`src/rtl/twos_comp_arbiter.sv`:
```
// Two-requester round-robin arbiter feeding a registered two's complement unit.
// A conversion takes IDLE -> CAPT (grant) -> CALC (result) -> IDLE.
module twos_comp_arbiter #(
    parameter int unsigned WIDTH = 4
) (
    input  logic             clk,
    input  logic             reset_n,
    input  logic             req0,
    input  logic [WIDTH-1:0] din0,
    input  logic             req1,
    input  logic [WIDTH-1:0] din1,
    output logic             gnt0,
    output logic             gnt1,
    output logic [WIDTH-1:0] dout,
    output logic             dout_valid,
    output logic             dout_src,
    output logic             ovf,
    output logic             busy
);

    typedef enum logic [1:0] {
        IDLE = 2'd0,
        CAPT = 2'd1,
        CALC = 2'd2
    } state_t;

    localparam logic [WIDTH-1:0] MOST_NEG = {1'b1, {(WIDTH-1){1'b0}}};

    state_t           state;
    state_t           state_nxt;
    logic             ptr;
    logic             src;
    logic             winner;
    logic             accept;
    logic [WIDTH-1:0] operand;

    always_comb begin
        state_nxt = state;
        gnt0      = 1'b0;
        gnt1      = 1'b0;
        accept    = 1'b0;
        // Pointer only breaks ties; a lone requester always wins.
        if (req0 && req1) winner = ptr;
        else              winner = req1;
        case (state)
            IDLE: begin
                if (req0 || req1) begin
                    accept    = 1'b1;
                    state_nxt = CAPT;
                end
            end
            CAPT: begin
                gnt0      = ~src;
                gnt1      = src;
                state_nxt = CALC;
            end
            CALC:    state_nxt = IDLE;
            default: state_nxt = IDLE;
        endcase
    end

    always_ff @(posedge clk) begin
        if (!reset_n) begin
            state      <= IDLE;
            ptr        <= 1'b0;
            src        <= 1'b0;
            operand    <= '0;
            dout       <= '0;
            dout_src   <= 1'b0;
            ovf        <= 1'b0;
            dout_valid <= 1'b0;
        end else begin
            state      <= state_nxt;
            dout_valid <= 1'b0;
            if (accept) begin
                src     <= winner;
                ptr     <= ~winner;
                operand <= winner ? din1 : din0;
            end
            if (state == CALC) begin
                dout       <= ~operand + WIDTH'(1);
                dout_src   <= src;
                ovf        <= (operand == MOST_NEG);
                dout_valid <= 1'b1;
            end
        end
    end

    assign busy = (state != IDLE);

endmodule

```
`config.mk`:
```
export PLATFORM = sky130hd
export DESIGN_NAME = twos_comp_arbiter
export DESIGN_NICKNAME = d
export VERILOG_FILES = /design/src/rtl/twos_comp_arbiter.sv
export SDC_FILE = /design/constraint.sdc
export NUM_CORES = 1
export LEC_CHECK = 0
export CAP_MARGIN = 20
export CORE_ASPECT_RATIO = 1.1
export CORE_UTILIZATION = 24
export CTS_CLUSTER_SIZE = 12
export DETAILED_ROUTE_END_ITERATION = 16
export SETUP_SLACK_MARGIN = 0.3
export SLEW_MARGIN = 20
export SYNTH_ARGS = -nofsm -noshare
export SYNTH_HDL_FRONTEND = slang
export SYNTH_SLANG_ARGS = --single-unit
```
`constraint.sdc`:
```
create_clock -name clk -period 1.2 [get_ports clk]
set_input_delay 0.12 -clock clk [delete_from_list [all_inputs] [get_ports clk]]
set_output_delay 0.12 -clock clk [all_outputs]
set_load 0.005 [all_outputs]
```
==> run metrics <==
outcome=finished with violations; failing checks=negative setup slack; power per cell area=between 1000 and 1500 nW/um^2; ranking of synthesized cells by area=dfxtp_1 (45%), nand2_1 (5.6%), a21oi_1 (5.3%); Die X=~52 um; Clock Root Buffer=clkbuf_4; final wirelength=1.93 mm; post-DR vias/cell=about 4.9; # IOs=22; commonest non-fill, non-tap cell in the layout=buf_4; post-synthesis cell area=about 670 um^2; Worst Hold Path Cells=3; Max IR drop VDD=0.419 mV; H-tree depth=1; Skew-Pair Late Insertion Delay=~0.29 ns; CP Class=reg2out; vias in the first global route=between 700 and 800; Arr. time, crit path=1.09 ns; Worst setup EP type=output port; most frequent cells in the layout=buf_4 (11), dfxtp_2 (10), clkdlybuf4s50_1 (9), buf_2 (9), buf_6 (8); FF-to-FF path depth=4; Required @ worst endpoint=approximately 1.1 ns; critical-path maximum fanout=3; final setup fails=1; setup TNS=-0.0131 ns; measured slew at the worst slew-check pin=about 0.35 ns; ANT cells=0; Worst-path clk slew=about 0.09 ns; synth unique cells=27; PortBufs=21; Layout Nets=129; drt first pass iters=4; CTS tree=built; synthesized area per cell=between 9 and 10 um^2; area of the die=between 2000 and 3000 um^2; Final Cycle Share=101%; Mapped Cells=73; fillers=254; Antenna Nets Post-Route=0; yosys warns=0; via count=716; post-synth top area share=between 40% and 50%; area delta synth->final=79.7%; Max Cap Viol=0; Site Rows=19; Post-DP HPWL=1.14 mm; # DRC=0; Yosys top cell by area=dfxtp_1; critical path launch point type=flop; Final Max Slew Viols=0; largest net degree at the start of global routing=9; post-route minimum period=about 1.2 ns; number of CTS-inserted buffers=3; die height=between 50 and 60 um; #FFs+latches synth=15; syn_nets=86; GRT Total Usage=about 14%; WL/cell=13.2 um; initial antenna violation count=0; clock skew=between 0.002 and 0.0025 ns; clock sink count=15; RD Place Congestion=about 0.74; register area share after synthesis=a little under half; HP Class=in2reg; initial drt markers=6; Final WS setup=-0.0131 ns; leakage power=approximately 0.50 nW; RSZ-0062 raised after global routing=yes; core region area=2570 um^2; Rel. slew slack=between 70% and 80%; first-pass GRT wire length=~3 mm; total gr overflow=0; starting density of the core=roughly 26%; final core occ=roughly 47%; Hold Fails Final Rpt=0; fmax=between 800 and 900 MHz; clock buffer depth=2; share of post-route cells with drive strength above 1=between 60 and 70%
## area by class of cell
| type | count | area (um^2) | area share [%] |
|---|---|---|---|
| multi-input cells | 53 | 464 | 38.8 |
| repair buffers | 39 | 325 | 27.2 |
| flip-flops and latches | 15 | 324 | 27.1 |
| well taps | 31 | 38.8 | 3.24 |
| clock buffers | 4 | 26.3 | 2.20 |
| inverters | 4 | 17.5 | 1.46 |
## routing by layer
layer | GRT usage, % | vias up | share of wire (%)
met1 | 14.9 | 333 | 42
li1 | - | 353 | -
met4 | 9.02 | 0 | 2.5
met3 | 3.20 | 7 | 4.9
met5 | 0 | - | 0
met2 | 24.9 | 23 | 51
## worst paths after layout
check / from / endpoint / slack, ns
max: state[1] / gnt1 / -0.01
min: req1 / src / 0.37
max reg2reg: state[1] / operand[0] / 0.06
min reg2reg: dout_src / dout_src / 0.46
## state kept, by name (all words and copies together) (netlist names)
name / flops
src: 1
operand: 4
ovf: 1
dout_src: 1
dout: 4
ptr: 1
dout_valid: 1
state: 2
## power by group
part	switching (mW)	internal [mW]	leakage (nW)	total (mW)
Clock	0.171	0.129	0.0150	0.300
Sequential	0.0318	0.538	0.129	0.570
Combinational	0.156	0.219	0.355	0.375
Total	0.359	0.886	0.498	1.24
## cell families (layout without fill, tap and decap cells)
logic type	count (synthesis)	in the layout	synth area share, %
fa+ha+maj	1	1	1.88
flops	15	15	45.1
simple gates	27	28	21.4
xor+xnor	1	1	1.32
compound gates	23	23	25.6
buf+inv	6	47	4.70
## critical path, cell delays in order, from the launching register on
cell and delay [ns]:
dfxtp_4 0.37, buf_6 0.12, and3b_1 0.20, buf_2 0.11
## cell usage after synthesis, drive strengths merged
cell	count
dfxtp	15
nand2	10
a21oi	7
nor2	5
a21boi	4
inv	3
a311o	2
and3	2
buf	2
nand2b	2
nand3	2
nor3b	2
o21ai	2
o21bai	2
o221a	2
o311a	2
and3b	1
clkinv	1
ha	1
nand4b	1
nor2b	1
o211a	1
o31ai	1
or4	1
xnor2	1
## through the flow
| stage | cell area, um^2 | std cells | hold slack [ns] | total power, mW | setup WS [ns] |
|---|---|---|---|---|---|
| floorplan | 678 | 73 | 0.244 | 0.712 | 0.0676 |
| global placement | 956 | 129 | 0.440 | 0.821 | -0.204 |
| detailed placement | 956 | 129 | 0.445 | 0.825 | -0.229 |
| CTS | 1140 | 146 | 0.345 | 1.21 | 0.00445 |
| global route | 1200 | 146 | 0.378 | 1.31 | -0.0525 |
| finish | 1200 | 146 | 0.368 | 1.24 | -0.0131 |
## repair_timing
item / in CTS / in global routing
gates cloned: 1 / 0
setup endpoints to repair: 23 / 18
resized for setup: 76 / 18
pin swaps: 21 / 13
hold buffers: 0 / 0
setup buffers: 12 / 0
hold endpoints to repair: 0 / 0
Power figures use the tool's default switching activity.
